<file path="src/rtl/uart_apb_bridge.sv">
// uart_apb_bridge: decodes command frames arriving from a UART receiver into
// single APB transfers and streams status/read data back to a UART
// transmitter. A command is 'W' + 4 address + 4 data bytes or 'R' + 4 address
// bytes, always MSB first. The response is 'K' (plus 4 read-data bytes on a
// read), 'E' on a slave error or APB timeout, and '?' for an unknown opcode.
module uart_apb_bridge #(
  parameter int ADDR_W  = 32,
  parameter int BYTE_TO = 100000,
  parameter int APB_TO  = 1024
) (
  input  logic              clk,
  input  logic              rst,
  input  logic [7:0]        rx_data,
  input  logic              rx_valid,
  output logic              rx_ready,
  output logic [7:0]        tx_data,
  output logic              tx_valid,
  input  logic              tx_ready,
  output logic [ADDR_W-1:0] paddr,
  output logic [31:0]       pwdata,
  output logic              pwrite,
  output logic              psel,
  output logic              penable,
  input  logic [31:0]       prdata,
  input  logic              pready,
  input  logic              pslverr,
  output logic              busy
);

  localparam logic [7:0] OP_WRITE = 8'h57;
  localparam logic [7:0] OP_READ  = 8'h52;
  localparam logic [7:0] RSP_OK   = 8'h4B;
  localparam logic [7:0] RSP_ERR  = 8'h45;
  localparam logic [7:0] RSP_UNK  = 8'h3F;

  localparam int BT_W = $clog2(BYTE_TO + 1);
  localparam int AT_W = $clog2(APB_TO + 1);
  localparam logic [BT_W-1:0] BT_LAST = BT_W'(BYTE_TO - 1);
  localparam logic [BT_W-1:0] BT_ONE  = BT_W'(1);
  localparam logic [AT_W-1:0] AT_LAST = AT_W'(APB_TO - 1);
  localparam logic [AT_W-1:0] AT_ONE  = AT_W'(1);

  typedef enum logic [2:0] {
    IDLE   = 3'd0,
    ADDR   = 3'd1,
    DATA   = 3'd2,
    SETUP  = 3'd3,
    ACCESS = 3'd4,
    RESP   = 3'd5
  } state_t;

  state_t          state;
  state_t          state_nxt;
  logic [31:0]     addr_sr;     // full 4-byte address field; upper bits may be dropped
  logic [1:0]      field_cnt;   // byte index inside the current 4-byte field
  logic [BT_W-1:0] byte_cnt;    // idle cycles since the last accepted frame byte
  logic [AT_W-1:0] apb_cnt;     // ACCESS cycles spent waiting for pready
  logic [39:0]     resp_buf;    // pending response bytes, next byte in the top octet
  logic [2:0]      resp_cnt;    // response bytes still to be handed to the transmitter
  logic            rx_fire;
  logic            tx_fire;
  logic            is_opcode;
  logic            byte_timeout;
  logic            apb_timeout;
  logic            apb_done;
  logic            apb_ok;

  // Response word for a finished APB transfer: 'K' (+ read data) or 'E'.
  function automatic logic [39:0] resp_frame(input logic ok, input logic is_read,
                                             input logic [31:0] rdata);
    logic [39:0] f;
    if (!ok) begin
      f = {RSP_ERR, 32'h0000_0000};
    end else if (is_read) begin
      f = {RSP_OK, rdata};
    end else begin
      f = {RSP_OK, 32'h0000_0000};
    end
    return f;
  endfunction

  assign paddr        = addr_sr[ADDR_W-1:0];
  assign tx_data      = resp_buf[39:32];
  assign rx_fire      = rx_valid & rx_ready;
  assign tx_fire      = tx_valid & tx_ready;
  assign is_opcode    = (rx_data == OP_WRITE) || (rx_data == OP_READ);
  assign byte_timeout = (byte_cnt == BT_LAST);
  assign apb_timeout  = (apb_cnt == AT_LAST);
  assign apb_done     = pready | apb_timeout;
  assign apb_ok       = pready & ~pslverr;

  // Handshake and bus-phase outputs decoded from the registered state.
  always_comb begin
    rx_ready = 1'b0;
    tx_valid = 1'b0;
    psel     = 1'b0;
    penable  = 1'b0;
    busy     = 1'b1;
    case (state)
      IDLE: begin
        rx_ready = ~rst;
        busy     = 1'b0;
      end
      ADDR:    rx_ready = ~rst;
      DATA:    rx_ready = ~rst;
      SETUP:   psel     = 1'b1;
      ACCESS: begin
        psel    = 1'b1;
        penable = 1'b1;
      end
      RESP:    tx_valid = 1'b1;
      default: busy     = 1'b1;
    endcase
  end

  // Next-state logic for the frame/transfer/response sequencer.
  always_comb begin
    state_nxt = state;
    case (state)
      IDLE: begin
        if (rx_fire) begin
          state_nxt = is_opcode ? ADDR : RESP;
        end else begin
          state_nxt = IDLE;
        end
      end
      ADDR: begin
        if (rx_fire) begin
          if (field_cnt == 2'd3) begin
            state_nxt = pwrite ? DATA : SETUP;
          end else begin
            state_nxt = ADDR;
          end
        end else if (byte_timeout) begin
          state_nxt = IDLE;
        end else begin
          state_nxt = ADDR;
        end
      end
      DATA: begin
        if (rx_fire) begin
          state_nxt = (field_cnt == 2'd3) ? SETUP : DATA;
        end else if (byte_timeout) begin
          state_nxt = IDLE;
        end else begin
          state_nxt = DATA;
        end
      end
      SETUP:  state_nxt = ACCESS;
      ACCESS: begin
        if (apb_done) begin
          state_nxt = RESP;
        end else begin
          state_nxt = ACCESS;
        end
      end
      RESP: begin
        if (tx_fire && (resp_cnt == 3'd1)) begin
          state_nxt = IDLE;
        end else begin
          state_nxt = RESP;
        end
      end
      default: state_nxt = IDLE;
    endcase
  end

  // State register.
  always_ff @(posedge clk) begin
    if (rst) begin
      state <= IDLE;
    end else begin
      state <= state_nxt;
    end
  end

  // Inter-byte timeout counter, only running while a frame is half received.
  always_ff @(posedge clk) begin
    if (rst) begin
      byte_cnt <= '0;
    end else if (rx_fire || !((state == ADDR) || (state == DATA))) begin
      byte_cnt <= '0;
    end else begin
      byte_cnt <= byte_cnt + BT_ONE;
    end
  end

  // Byte position inside the address or data field; wraps after the 4th byte.
  always_ff @(posedge clk) begin
    if (rst) begin
      field_cnt <= 2'd0;
    end else if (!((state == ADDR) || (state == DATA))) begin
      field_cnt <= 2'd0;
    end else if (rx_fire) begin
      field_cnt <= field_cnt + 2'd1;
    end else begin
      field_cnt <= field_cnt;
    end
  end

  // Opcode direction, address and write data capture; frozen outside the
  // receive states so the bus sees stable values through the whole transfer.
  always_ff @(posedge clk) begin
    if (rst) begin
      pwrite  <= 1'b0;
      addr_sr <= 32'h0000_0000;
      pwdata  <= 32'h0000_0000;
    end else if (rx_fire) begin
      case (state)
        IDLE: begin
          if (is_opcode) begin
            pwrite <= (rx_data == OP_WRITE);
          end else begin
            pwrite <= pwrite;
          end
        end
        ADDR:    addr_sr <= {addr_sr[23:0], rx_data};
        DATA:    pwdata  <= {pwdata[23:0], rx_data};
        default: pwrite  <= pwrite;
      endcase
    end else begin
      pwrite <= pwrite;
    end
  end

  // APB wait-state counter; cleared whenever the bus is not in ACCESS.
  always_ff @(posedge clk) begin
    if (rst) begin
      apb_cnt <= '0;
    end else if (state == ACCESS) begin
      apb_cnt <= apb_cnt + AT_ONE;
    end else begin
      apb_cnt <= '0;
    end
  end

  // Response buffer: loaded on an unknown opcode or at the end of a transfer,
  // then shifted one byte per transmitter handshake.
  always_ff @(posedge clk) begin
    if (rst) begin
      resp_buf <= 40'h00_0000_0000;
      resp_cnt <= 3'd0;
    end else begin
      case (state)
        IDLE: begin
          if (rx_fire && !is_opcode) begin
            resp_buf <= {RSP_UNK, 32'h0000_0000};
            resp_cnt <= 3'd1;
          end else begin
            resp_cnt <= resp_cnt;
          end
        end
        ACCESS: begin
          if (apb_done) begin
            resp_buf <= resp_frame(apb_ok, ~pwrite, prdata);
            resp_cnt <= (apb_ok && !pwrite) ? 3'd5 : 3'd1;
          end else begin
            resp_cnt <= resp_cnt;
          end
        end
        RESP: begin
          if (tx_fire) begin
            resp_buf <= {resp_buf[31:0], 8'h00};
            resp_cnt <= resp_cnt - 3'd1;
          end else begin
            resp_cnt <= resp_cnt;
          end
        end
        default: resp_cnt <= resp_cnt;
      endcase
    end
  end

endmodule
</file>
<file path="config.mk">
export PLATFORM = sky130hd
export DESIGN_NAME = uart_apb_bridge
export DESIGN_NICKNAME = d
export VERILOG_FILES = /design/src/rtl/uart_apb_bridge.sv
export SDC_FILE = /design/constraint.sdc
export NUM_CORES = 1
export LEC_CHECK = 0
export CAP_MARGIN = 40
export CORE_MARGIN = 10
export CORE_UTILIZATION = 60
export DETAILED_ROUTE_END_ITERATION = 6
export DONT_BUFFER_PORTS = 1
export PLACE_DENSITY = 0.83
export SLEW_MARGIN = 25
export SYNTH_ARGS = -nofsm -noshare
export SYNTH_HDL_FRONTEND = slang
export SYNTH_SLANG_ARGS = --single-unit
</file>
<file path="constraint.sdc">
create_clock -name clk -period 2.9 [get_ports clk]
set_clock_uncertainty 0.1 [all_clocks]
set_input_delay 0.435 -clock clk [delete_from_list [all_inputs] [get_ports clk]]
set_output_delay 0.435 -clock clk [all_outputs]
set_load 0.05 [all_outputs]
</file>
==> impl_metrics.env, run 1 <==
export IMPL_status="finished, final reports clean"
export IMPL_hold_ws_ps=40.4
export IMPL_die_width_um=117
export IMPL_diodes=0
export IMPL_relSlewSlack=0.598
export IMPL_syn_num_nets=737
export IMPL_first_pass_iters=6
export IMPL_antenna_found_initial=0
export IMPL_clk_latency_ps=510
export IMPL_grtUsageTotal=0.207
export IMPL_numCtsBuffers=17
export IMPL_drive_above_1_share=0.0896
export IMPL_finalSetupViolCount=0
export IMPL_ant_nets=0
export IMPL_die_y_um=117
export IMPL_pre_cts_slack_ps=497
export IMPL_final_hold_viol_count=0
export IMPL_irDropWorstVdd_mv=0.539
export IMPL_first_global_vias=4736
export IMPL_slowest_delay_ps=520
export IMPL_synth_top_area_share=0.496
export IMPL_rsz0062_at_grt="false"
export IMPL_syn_inst=686
export IMPL_r2r_start="state[2]"
export IMPL_reg2reg_to="resp_buf[38]"
export IMPL_yosysWarnings=0
export IMPL_detail_route_wl_per_cell_um=18.2
export IMPL_worstPathCellList="nand2b_1, buf_4, nor2_1, buf_4"
export IMPL_min_path_type="in -> reg"
export IMPL_worst_pin_slew_ps=603
export IMPL_port_buffers=0
export IMPL_crit_top_cell="buf_4"
export IMPL_synth_flop_cell="dfxtp_1"
export IMPL_cp_required_ps=2370
export IMPL_drcViolationCount=0
export IMPL_worstSetupEndpointType="primary output"
export IMPL_fin_crit_ps=2480
export IMPL_row_count=35
export IMPL_start_kind="flop"
export IMPL_power_total_uw=4790
export IMPL_asyncSetResetFlopFracSynth=0
export IMPL_stdcell_count=821
export IMPL_area_growth_pct=14.7
export IMPL_grt_pass1_wl_mm=24.2
export IMPL_hp_start="pready"
export IMPL_cap_violations=0
export IMPL_synth_cell_types=44
export IMPL_crit_fanout=9
export IMPL_yosysSeqAreaShare=0.496
export IMPL_yosysMostFrequentCell="nand2_1"
export IMPL_ios=124
export IMPL_post_dp_hpwl_mm=9.40
export IMPL_drtIter0Drc=629
export IMPL_ctsLongestPathBuffers=2
export IMPL_synth_area_leaders="dfxtp_1, a21oi_1, nand2_1, a211oi_1, a22oi_1"
export IMPL_worstSetupPathType="reg -> out"
export IMPL_wirelength_mm=14.9
export IMPL_vias=4906
export IMPL_yosys_top_cells_count="nand2_1, dfxtp_1, a21oi_1"
export IMPL_period_share=0.857
export IMPL_ys_ff_latch=141
export IMPL_grt_overflow=0
export IMPL_finalSetupTns_ps=0
export IMPL_die_area_mm2=0.0138
export IMPL_final_max_slew_viol_count=0
export IMPL_clk_pin_slew_ps=60
export IMPL_clockRootBuffer="clkbuf_8"
export IMPL_synth_area_mm2=0.00569
export IMPL_vias_per_cell=5.98
export IMPL_hold_depth=2
export IMPL_initial_core_util=0.616
export IMPL_globalplace_congestion=0.807
export IMPL_worst_r2r_setup_slack_ps=440
export IMPL_layout_nets=730
export IMPL_power_density_mw_per_mm2=735
export IMPL_slowest_stage="dfxtp_1"
export IMPL_core_area_mm2=0.00924
export IMPL_timing_final_ws_setup_ps=416
export IMPL_fillers=679
export IMPL_htreeDepth=4
export IMPL_reg2regPathDepth=5
export IMPL_synth_edf_count=0
export IMPL_max_freq_mhz=403
export IMPL_cts_sinks=141
export IMPL_grt_max_degree=109
export IMPL_yosysTopAreaCell="dfxtp_1"
export IMPL_ctsResizeCount=0
export IMPL_cp_num_buf_inv=2
export IMPL_crit_family="flip-flops"
export IMPL_arrival_ps=1950
export IMPL_hold_end="state[0]"
export IMPL_cts_tree="done"
export IMPL_place_inst=770
export IMPL_avgSynthCellArea_um2=8.29
export IMPL_leakagePower_uw=0.00210
==> area by class of cell <==
class,count,area [um2],area share
Timing Repair Buffer,35,328,0.0502
Inverter,7,26.3,0.00403
Tap cell,129,161,0.0247
Multi-Input combinational cell,477,2600,0.398
Sequential cell,141,2820,0.432
Clock inverter,13,151,0.0232
Clock buffer,19,442,0.0677
==> report_power, final <==
| part | switching [uW] | internal [uW] |
|---|---|---|
| Sequential | 139 | 2030 |
| Clock | 859 | 1290 |
| Combinational | 310 | 169 |
==> sequential cells by signal, indices dropped and copies added (netlist names) <==
signal,count
resp_buf,40
paddr,32
pwdata,32
byte_cnt,17
apb_cnt,11
resp_cnt,3
state,3
field_cnt,2
pwrite,1
==> cells by family (layout without fill, tap and decap cells) <==
logic type	Yosys count	in the layout	share of synthesized area
compound gates	191	191	0.198
xor+xnor	27	27	0.0416
buf+inv	68	74	0.0532
fa+ha+maj	5	5	0.0110
simple gates	253	253	0.198
mux	1	1	0.00176
flops	141	141	0.496
==> routing by layer <==
metal,share of wire,vias up,wire [um],global-route usage
met5,0,-,0,0
met3,0.11,28,1620,0.0959
met1,0.39,2316,5820,0.231
met4,0.023,0,342,0.0767
li1,-,2362,-,-
met2,0.48,200,7150,0.338
==> placed cells by master, fill, tap and decap left out, types with 2 or more instances in the layout <==
cell type	Yosys	layout
a211oi_1	33	32
a21oi_1	112	112
a22oi_1	25	25
and3_1	2	2
and4_1	3	3
buf_4	8	16
bufinv_16	0	2
clkbuf_16	0	16
clkbuf_8	0	3
clkinv_4	0	4
dfxtp_1	141	141
dlygate4sd3_1	0	18
ha_1	5	5
inv_1	7	7
inv_6	0	5
nand2_1	149	149
nand2b_1	3	2
nand3_1	11	11
nand4_1	7	7
nand4bb_1	2	2
nor2_1	44	42
nor2b_1	4	3
nor3_1	4	4
nor3b_1	4	4
nor4_1	5	4
o21ai_0	13	13
or2_2	2	2
or3_1	4	4
or4_1	2	2
xnor2_1	10	10
xor2_1	17	17
==> how the worst max path moves through the flow <==
| stage | startpoint | depth (start not counted) | to | slack, ps |
|---|---|---|---|---|
| 2_1_floorplan | state[0] | 7 | state[1] | 410 |
| 3_3_place_gp | state[2] | 5 | resp_buf[38] | 540 |
| 3_5_place_dp | state[2] | 5 | resp_buf[38] | 500 |
| 4_1_cts | state[1] | 4 | penable | 440 |
| 5_1_grt | state[1] | 4 | penable | 360 |
| 6_report | state[1] | 4 | penable | 420 |
==> metrics by stage <==
| stage | area [um2] | utilization |
|---|---|---|
| 2_1_floorplan | 5690 | - |
| 3_3_place_gp | 5720 | 0.619 |
| 3_5_place_dp | 5730 | 0.620 |
| 4_1_cts | 6530 | 0.706 |
| 5_1_grt | 6530 | 0.706 |
| 6_report | 6530 | 0.706 |
==> repair_timing <==
| item | in CTS | in global routing |
|---|---|---|
| setup buffers | 0 | 0 |
| endpoints found under the hold margin | 110 | 0 |
| hold buffers | 19 | 0 |
No activity file was read; power rests on OpenSTA's default activity.
==> run 2, diff against run 1 <==
Settings changed: CORE_UTILIZATION 60 to 49, GPL_ROUTABILITY_DRIVEN set to 0, PLACE_DENSITY 0.83 to 0.71.
==> run 2 against run 1 <==
Compared with the run above:
- power fell by 2.6%
- non-clock buffer count fell by 15
- final cell count fell by 0.12%
- fmax rose by 2.3%
- global-route usage fell by 3.4 points
- largest power group unchanged
==> impl_metrics.env, run 2 (same netlist as run 1, synthesis figures left out) <==
export IMPL_status="finished, final reports clean"
export IMPL_worst_pin_slew_ps=598
export IMPL_multi_input_area_mm2=0.00259
export IMPL_worst_r2r_setup_slack_ps=470
export IMPL_final_common_cell="nand2_1"
export IMPL_finalSetupTns_ps=0
export IMPL_start_kind="flop"
export IMPL_clk_pin_slew_ps=60
export IMPL_postCtsSetupRepairBufs=0
export IMPL_final_max_slew_viol_count=0
export IMPL_min_path_type="in -> reg"
export IMPL_hold_end="resp_cnt[1]"
export IMPL_cp_num_buf_inv=1
export IMPL_arrival_ps=2610
export IMPL_reg2regPathDepth=6
export IMPL_drcViolationCount=0
export IMPL_crit_fanout=31
export IMPL_htreeDepth=4
export IMPL_max_freq_mhz=412
export IMPL_die_width_um=128
export IMPL_wirelength_mm=14.4
export IMPL_irDropWorstVdd_mv=0.530
export IMPL_worstSetupPathType="reg -> reg"
export IMPL_worstPathCellList="or3_4, or2_4, o22a_1, nor2_2, buf_4, a211oi_1"
export IMPL_reg2reg_to="resp_buf[27]"
export IMPL_stdcell_count=820
export IMPL_drtIter0Drc=431
export IMPL_period_share=0.837
export IMPL_detail_route_wl_per_cell_um=17.6
export IMPL_first_global_vias=4483
export IMPL_rsz0062_at_grt="false"
export IMPL_grtUsageTotal=0.173
export IMPL_row_count=39
export IMPL_die_area_mm2=0.0163
export IMPL_dpl_cell_area_mm2=0.00576
export IMPL_grt_pass1_wl_mm=23.0
export IMPL_largest_register="resp_buf"
export IMPL_post_dp_hpwl_mm=9.49
export IMPL_ctsResizeCount=0
export IMPL_die_y_um=128
export IMPL_crit_cells=6
export IMPL_layout_nets=715
export IMPL_fillers=1058
export IMPL_grt_overflow=0
export IMPL_ctsLongestPathBuffers=2
export IMPL_fin_crit_ps=2430
export IMPL_slowest_stage="or3_4"
export IMPL_worstSetupEndpointType="flop"
export IMPL_relSlewSlack=0.601
export IMPL_area_growth_pct=11.8
export IMPL_cap_violations=0
export IMPL_clk_latency_ps=420
export IMPL_vias_per_cell=5.76
export IMPL_finalSetupViolCount=0
export IMPL_core_area_mm2=0.0114
export IMPL_r2r_start="state[2]"
export IMPL_first_pass_iters=6
export IMPL_vias=4727
export IMPL_ant_nets=0
export IMPL_port_buffers=0
export IMPL_timing_final_ws_setup_ps=473
export IMPL_cts_tree="done"
export IMPL_antenna_found_initial=0
export IMPL_diodes=0
export IMPL_hp_start="rst"
export IMPL_final_util=0.560
export IMPL_leakagePower_uw=0.00203
export IMPL_power_density_mw_per_mm2=734
export IMPL_place_inst=785
export IMPL_pre_cts_slack_ps=490
export IMPL_cp_required_ps=3080
export IMPL_cts_sinks=141
export IMPL_final_seq_area_mm2=0.00282
export IMPL_slowest_delay_ps=540
export IMPL_hold_depth=1
export IMPL_clockRootBuffer="clkbuf_16"
export IMPL_ios=124
export IMPL_final_cell_area_mm2=0.00636
export IMPL_grt_max_degree=81
export IMPL_final_hold_viol_count=0
export IMPL_layout_common_cells="nand2_1, dfxtp_1, a21oi_1, nor2_1, a211oi_1"
export IMPL_numCtsBuffers=17
export IMPL_largest_reg_flops=40
export IMPL_drive_above_1_share=0.0901
export IMPL_initial_core_util=0.500
export IMPL_crit_family="simple AND/OR/NAND/NOR gates"
## run 2: cell types whose count changed in the layout (fill, tap and decap cells not counted), sizes merged
cell / previous run / this run
dlygate4sd3: 18 / 1
clkinv: 5 / 10
inv: 12 / 7
buf: 17 / 19
## run 2: where the power goes
part	leakage, uW	switching (uW)	internal (uW)
Clock	0.000280	799	1250
Combinational	0.000608	299	155
Sequential	0.00114	135	2030
Total	0.00203	1230	3440
## run 2: timing repair
item	in CTS	in global routing
setup endpoints to repair	0	0
hold endpoints to repair	24	0
hold buffers	3	0
## run 2: final cells by class
cell class                 count  area share
clock buffer                  19      0.0680
clock inverter                13      0.0197
inverter                       7     0.00413
multi-input combinational    477       0.408
sequential                   141       0.444
tap                          143      0.0281
timing repair buffer          20      0.0287
## run 2: metal layers
metal | vias up | global-route usage | routed length (um)
li1 | 2317 | - | -
met1 | 2189 | 0.193 | 5720
met2 | 185 | 0.265 | 6490
met3 | 36 | 0.102 | 1850
met4 | 0 | 0.0662 | 348
met5 | - | 0 | 0
## run 2: stage by stage
| step | hold WS, ps | power (uW) |
|---|---|---|
| 2_1_floorplan | 326 | 2570 |
| 3_3_place_gp | 338 | 2610 |
| 3_5_place_dp | 349 | 2630 |
| 4_1_cts | 5.30 | 4720 |
| 5_1_grt | 21.6 | 4850 |
| 6_report | 29.9 | 4670 |
## run 2: how the worst max path moves through the flow
stage | from | end
finish | state[2] | resp_buf[27]
global route | state[2] | tx_valid
CTS | state[2] | resp_buf[20]
detailed placement | state[2] | resp_buf[22]
global placement | state[2] | resp_buf[38]
floorplan | state[0] | state[1]
==> run 3, diff against run 2 <==
Clock period 2.9 ns to 2.46 ns, I/O delays scaled along.
==> run 3 against run 2 <==
Compared with the run above:
- utilization grew 3.4 points
- non-clock buffer count grew 32
- setup slack lost 310 ps
- final cell count grew 3.8%
- routed wire length grew 1.1%
- first-iteration DRC count grew 21%
- sequential share of layout area shrank 2.5 points
- clock-buffer cell count grew 2
==> impl_metrics.env, run 3 (same netlist as run 1, synthesis figures left out) <==
export IMPL_status="finished, final reports clean"
export IMPL_wirelength_mm=14.6
export IMPL_min_path_type="in -> reg"
export IMPL_max_freq_mhz=435
export IMPL_irDropWorstVdd_mv=0.591
export IMPL_die_width_um=128
export IMPL_area_growth_pct=18.6
export IMPL_layout_common_cells="nand2_1, dfxtp_1, a21oi_1, nor2_1, a211oi_1"
export IMPL_grt_overflow=0
export IMPL_ant_nets=0
export IMPL_grtUsageTotal=0.176
export IMPL_clockRootBuffer="clkbuf_16"
export IMPL_post_dp_hpwl_mm=9.63
export IMPL_worst_pin_slew_ps=713
export IMPL_drcViolationCount=0
export IMPL_clk_pin_slew_ps=60
export IMPL_core_area_mm2=0.0114
export IMPL_power_density_mw_per_mm2=852
export IMPL_leakagePower_uw=0.00220
export IMPL_largest_reg_flops=40
export IMPL_ios=124
export IMPL_cts_sinks=141
export IMPL_multi_input_area_mm2=0.00262
export IMPL_clk_latency_ps=420
export IMPL_port_buffers=0
export IMPL_grt_max_degree=105
export IMPL_crit_fanout=32
export IMPL_first_global_vias=4693
export IMPL_final_max_slew_viol_count=0
export IMPL_die_y_um=128
export IMPL_initial_core_util=0.500
export IMPL_postCtsSetupRepairBufs=0
export IMPL_drtIter0Drc=521
export IMPL_worstSetupPathType="reg -> reg"
export IMPL_final_util=0.593
export IMPL_finalSetupViolCount=0
export IMPL_dpl_cell_area_mm2=0.00586
export IMPL_relSlewSlack=0.524
export IMPL_grt_pass1_wl_mm=23.4
export IMPL_diodes=0
export IMPL_final_cell_area_mm2=0.00675
export IMPL_fin_crit_ps=2300
export IMPL_cap_violations=0
export IMPL_cts_tree="done"
export IMPL_final_common_cell="nand2_1"
export IMPL_worst_r2r_setup_slack_ps=160
export IMPL_worstSetupEndpointType="flop"
export IMPL_finalSetupTns_ps=0
export IMPL_rsz0062_at_grt="false"
export IMPL_fillers=957
export IMPL_layout_nets=747
export IMPL_ctsLongestPathBuffers=2
export IMPL_vias=4834
export IMPL_largest_register="resp_buf"
export IMPL_final_hold_viol_count=0
export IMPL_row_count=39
export IMPL_cp_required_ps=2670
export IMPL_htreeDepth=4
export IMPL_arrival_ps=2500
export IMPL_start_kind="flop"
export IMPL_numCtsBuffers=17
export IMPL_drive_above_1_share=0.105
export IMPL_vias_per_cell=5.68
export IMPL_first_pass_iters=4
export IMPL_final_seq_area_mm2=0.00282
export IMPL_antenna_found_initial=0
export IMPL_period_share=0.934
export IMPL_detail_route_wl_per_cell_um=17.1
export IMPL_die_area_mm2=0.0163
==> run 3: changes by cell type in the layout (fill, tap and decap cells not counted), moves of 2 or more <==
| cell | delta |
|---|---|
| buf_4 | +9 |
| clkbuf_8 | +4 |
| clkinv_2 | -6 |
| clkinvlp_4 | +3 |
| dlygate4sd3_1 | +21 |
| nor4_1 | -2 |
==> run 3: cell type report <==
cell class                      count  share of cell area
Clock inverter                     10              0.0206
Clock buffer                       21              0.0697
Inverter                            7             0.00390
Multi-Input combinational cell    477               0.388
Sequential cell                   141               0.418
Timing Repair Buffer               52              0.0723
Tap cell                          143              0.0265
==> run 3: layer usage <==
metal / global-route usage / wire, um / vias to the layer above / part of all wire
met4: 0.0881 / 287 / 0 / 0.020
met1: 0.192 / 5530 / 2253 / 0.38
met3: 0.0951 / 1930 / 25 / 0.13
met5: 0 / 0 / - / 0
li1: - / - / 2383 / -
met2: 0.271 / 6810 / 173 / 0.47
==> run 3: worst paths after layout <==
check,start,endpoint,depth (start not counted)
max reg2reg,state[0],paddr[7],9
min,rx_valid,field_cnt[1],2
max,state[0],paddr[7],9
min reg2reg,apb_cnt[0],apb_cnt[0],1
==> run 3: power by group <==
part	leakage, uW	total [uW]	internal, uW	switching, uW
registers	0.00114	2550	2390	151
logic	0.000770	606	231	375
clock network	0.000287	2600	1660	934
==> run 3: metrics by stage <==
step	instances	setup WS (ps)	power, uW	hold WS, ps
3_5_place_dp	796	253	3130	356
6_report	851	163	5750	18.3
5_1_grt	851	19.9	5960	20.1
4_1_cts	850	83.9	5780	3.32
2_1_floorplan	686	244	3030	326
3_3_place_gp	796	-59.2	3110	338
==> run 3: worst max-delay path: stages (launching register included) <==
cell and delay (ps):
dfxtp_1 350, buf_6 180, inv_1 70, buf_4 170, nor4_2 240, nand2_1 90, buf_4 240, nand2_1 120
a21oi_1 70, dlygate4sd3_1 540
==> run 3: repair_timing <==
action                                  CTS  global route
endpoints found under the setup margin    0             4
hold endpoints to repair                109             0
hold buffers                             23             0
resized for setup                         0             5
==> variant (settings of run 1) <==
Make the reset (`rst`) asynchronous in 6 clocked blocks.
--- a/src/rtl/uart_apb_bridge.sv
+++ b/src/rtl/uart_apb_bridge.sv
@@ -166,7 +166,7 @@
   end
 
   // State register.
-  always_ff @(posedge clk) begin
+  always_ff @(posedge clk or posedge rst) begin
     if (rst) begin
       state <= IDLE;
     end else begin
@@ -175,7 +175,7 @@
   end
 
   // Inter-byte timeout counter, only running while a frame is half received.
-  always_ff @(posedge clk) begin
+  always_ff @(posedge clk or posedge rst) begin
     if (rst) begin
       byte_cnt <= '0;
     end else if (rx_fire || !((state == ADDR) || (state == DATA))) begin
@@ -186,7 +186,7 @@
   end
 
   // Byte position inside the address or data field; wraps after the 4th byte.
-  always_ff @(posedge clk) begin
+  always_ff @(posedge clk or posedge rst) begin
     if (rst) begin
       field_cnt <= 2'd0;
     end else if (!((state == ADDR) || (state == DATA))) begin
@@ -200,7 +200,7 @@
 
   // Opcode direction, address and write data capture; frozen outside the
   // receive states so the bus sees stable values through the whole transfer.
-  always_ff @(posedge clk) begin
+  always_ff @(posedge clk or posedge rst) begin
     if (rst) begin
       pwrite  <= 1'b0;
       addr_sr <= 32'h0000_0000;
@@ -224,7 +224,7 @@
   end
 
   // APB wait-state counter; cleared whenever the bus is not in ACCESS.
-  always_ff @(posedge clk) begin
+  always_ff @(posedge clk or posedge rst) begin
     if (rst) begin
       apb_cnt <= '0;
     end else if (state == ACCESS) begin
@@ -236,7 +236,7 @@
 
   // Response buffer: loaded on an unknown opcode or at the end of a transfer,
   // then shifted one byte per transmitter handshake.
-  always_ff @(posedge clk) begin
+  always_ff @(posedge clk or posedge rst) begin
     if (rst) begin
       resp_buf <= 40'h00_0000_0000;
       resp_cnt <= 3'd0;
Function: differs if rst is asserted again (counterexample within 4 cycles, from zero or initial values and one cycle with rst high); with rst held inactive, the same outputs for 4 cycles.
==> variant against run 1 <==
First-iteration DRC count fell by 57%; core utilization fell by 1.8 points; worst setup slack got worse by 0.27 ns; via count fell by 22%; register-to-register slack got worse by 0.29 ns; cell area rose by 8.4%; hold slack improved by 0.033 ns; synthesized area rose by 11%; routed wire length fell by 8.7%; sequential cell count did not move; critical path depth rose by 3.
Power is not compared: it rests on default switching activity, and its combinational part moved more than twofold at a synthesized area within 25%.
==> variant: results (changes against run 1) <==
* Hold path start: prdata[19] (was pready)
* Overall routing resource usage at 0.184 (was 0.207)
* Ys async rst share at 1.00 (was 0)
* DP Area at 6350 um2 (was 5730 um2)
* Mapped Nets at 535 (was 737)
* Worst-path fanout max at 14 (was 9)
* CP Class: register to register (was register to output pin)
* Part of the cycle the worst path needs at 0.950 (was 0.857)
* First-pass GRT wire length at 21600 um (was 24200 um)
* Relative slew slack at 0.525 (was 0.598)
* Syn Area/Cell at 13.0 um2 (was 8.29 um2)
* Fillers at 667 (was 679)
* Post-synthesis sequential area ratio at 0.560 (was 0.496)
* Post-synth top cells: 141 x dfrtp_1, 64 x mux2_2, 38 x nor2_1 (was 149 x nand2_1, 141 x dfxtp_1, 112 x a21oi_1)
* HPWL after DPL at 9190 um (was 9400 um)
* Status: finished clean (unchanged)
* Layout cells sized above 1 at 0.281 (was 0.0896)
* Placed cells at 599 (was 770)
* Routed WL per cell at 21.0 um (was 18.2 um)
* R2r startpoint: state[0] (was state[2])
* Synth area leaders: dfrtp_1 56%, mux2_2 11%, mux2_4 6.4% (was dfxtp_1 50%, a21oi_1 9.9%, nand2_1 9.8%)
* Ys flop type: dfrtp_1 (was dfxtp_1)
* Largest net degree at the start of global routing at 96 (was 109)
* Netlist cell types at 47 (was 44)
* Layout Nets at 551 (was 730)
* Number of global-route vias before repair at 4032 (was 4736)
* 1st-iter DRT viols at 268 (was 629)
* Vias per Instance at 5.92 (was 5.98)
## variant: cell count changes after synthesis, moves of 36 or more
cell      before  now
dfrtp_1        0  141
dfxtp_1      141    0
a21oi_1      112    9
nand2_1      149   27
mux2_2         0   64
clkbuf_1      44    8
## variant: layout make-up
cell class                 count  area, um2  share of cell area
inverter                      15       60.1             0.00849
tap                          136        170              0.0241
sequential                   141       3530               0.499
clock inverter                15        126              0.0179
multi-input combinational    298       2500               0.354
clock buffer                  17        414              0.0585
timing repair buffer          27        273              0.0386
## variant: cells by family after synthesis
group | share of synthesized area
compound gates | 0.0846
xor+xnor | 0.0320
simple gates | 0.0902
mux | 0.179
buf+inv | 0.0443
flops | 0.560
fa+ha+maj | 0.00993
## variant: routing by layer
| layer | track usage | vias to the layer above | share of wire |
|---|---|---|---|
| met4 | 0.0714 | 0 | 0.015 |
| met1 | 0.207 | 1928 | 0.38 |
| met3 | 0.0900 | 12 | 0.12 |
| li1 | - | 1747 | - |
| met2 | 0.297 | 153 | 0.49 |
| met5 | 0 | - | 0 |
## variant: power by group through the flow
stage | combinational, mW | sequential, mW | clock (mW)
final | 1.50 | 3.67 | 1.95
after global placement | 1.40 | 3.69 | 0
after floorplan | 1.62 | 3.38 | 0
after global routing | 1.63 | 3.74 | 2.06
after detailed placement | 1.46 | 3.71 | 0
after CTS | 1.50 | 3.68 | 1.98
## variant: timing repair
action,4_1_cts,5_1_grt
resized for setup,0,1
setup endpoints to repair,0,1
hold endpoints to repair,36,0
hold buffers,18,0
## variant: final timing paths
kind / to / slack [ns] / depth (start not counted)
max in group asynchronous: state[0] / 1.63 / 3
max: pwrite / 0.15 / 7
min reg2reg: apb_cnt[0] / 0.38 / 1
max reg2reg: pwrite / 0.15 / 7
min: resp_buf[19] / 0.07 / 2
min in group asynchronous: apb_cnt[10] / 0.31 / 2
## variant: per-stage QoR
stage / utilization / setup slack [ns]
after floorplan: - / 0.338
after global placement: 0.618 / 0.586
after detailed placement: 0.618 / 0.537
after CTS: 0.688 / 0.122
after global routing: 0.688 / 0.0268
final: 0.688 / 0.146
## variant: critical path, cell delays in order, from the launching register on
cell and delay, ns:
dfrtp_2 0.49, a211oi_2 0.30, buf_4 0.27, nand2_1 0.17, or4_1 0.53, a21oi_1 0.16
nor2_1 0.05, dlygate4sd3_1 0.54
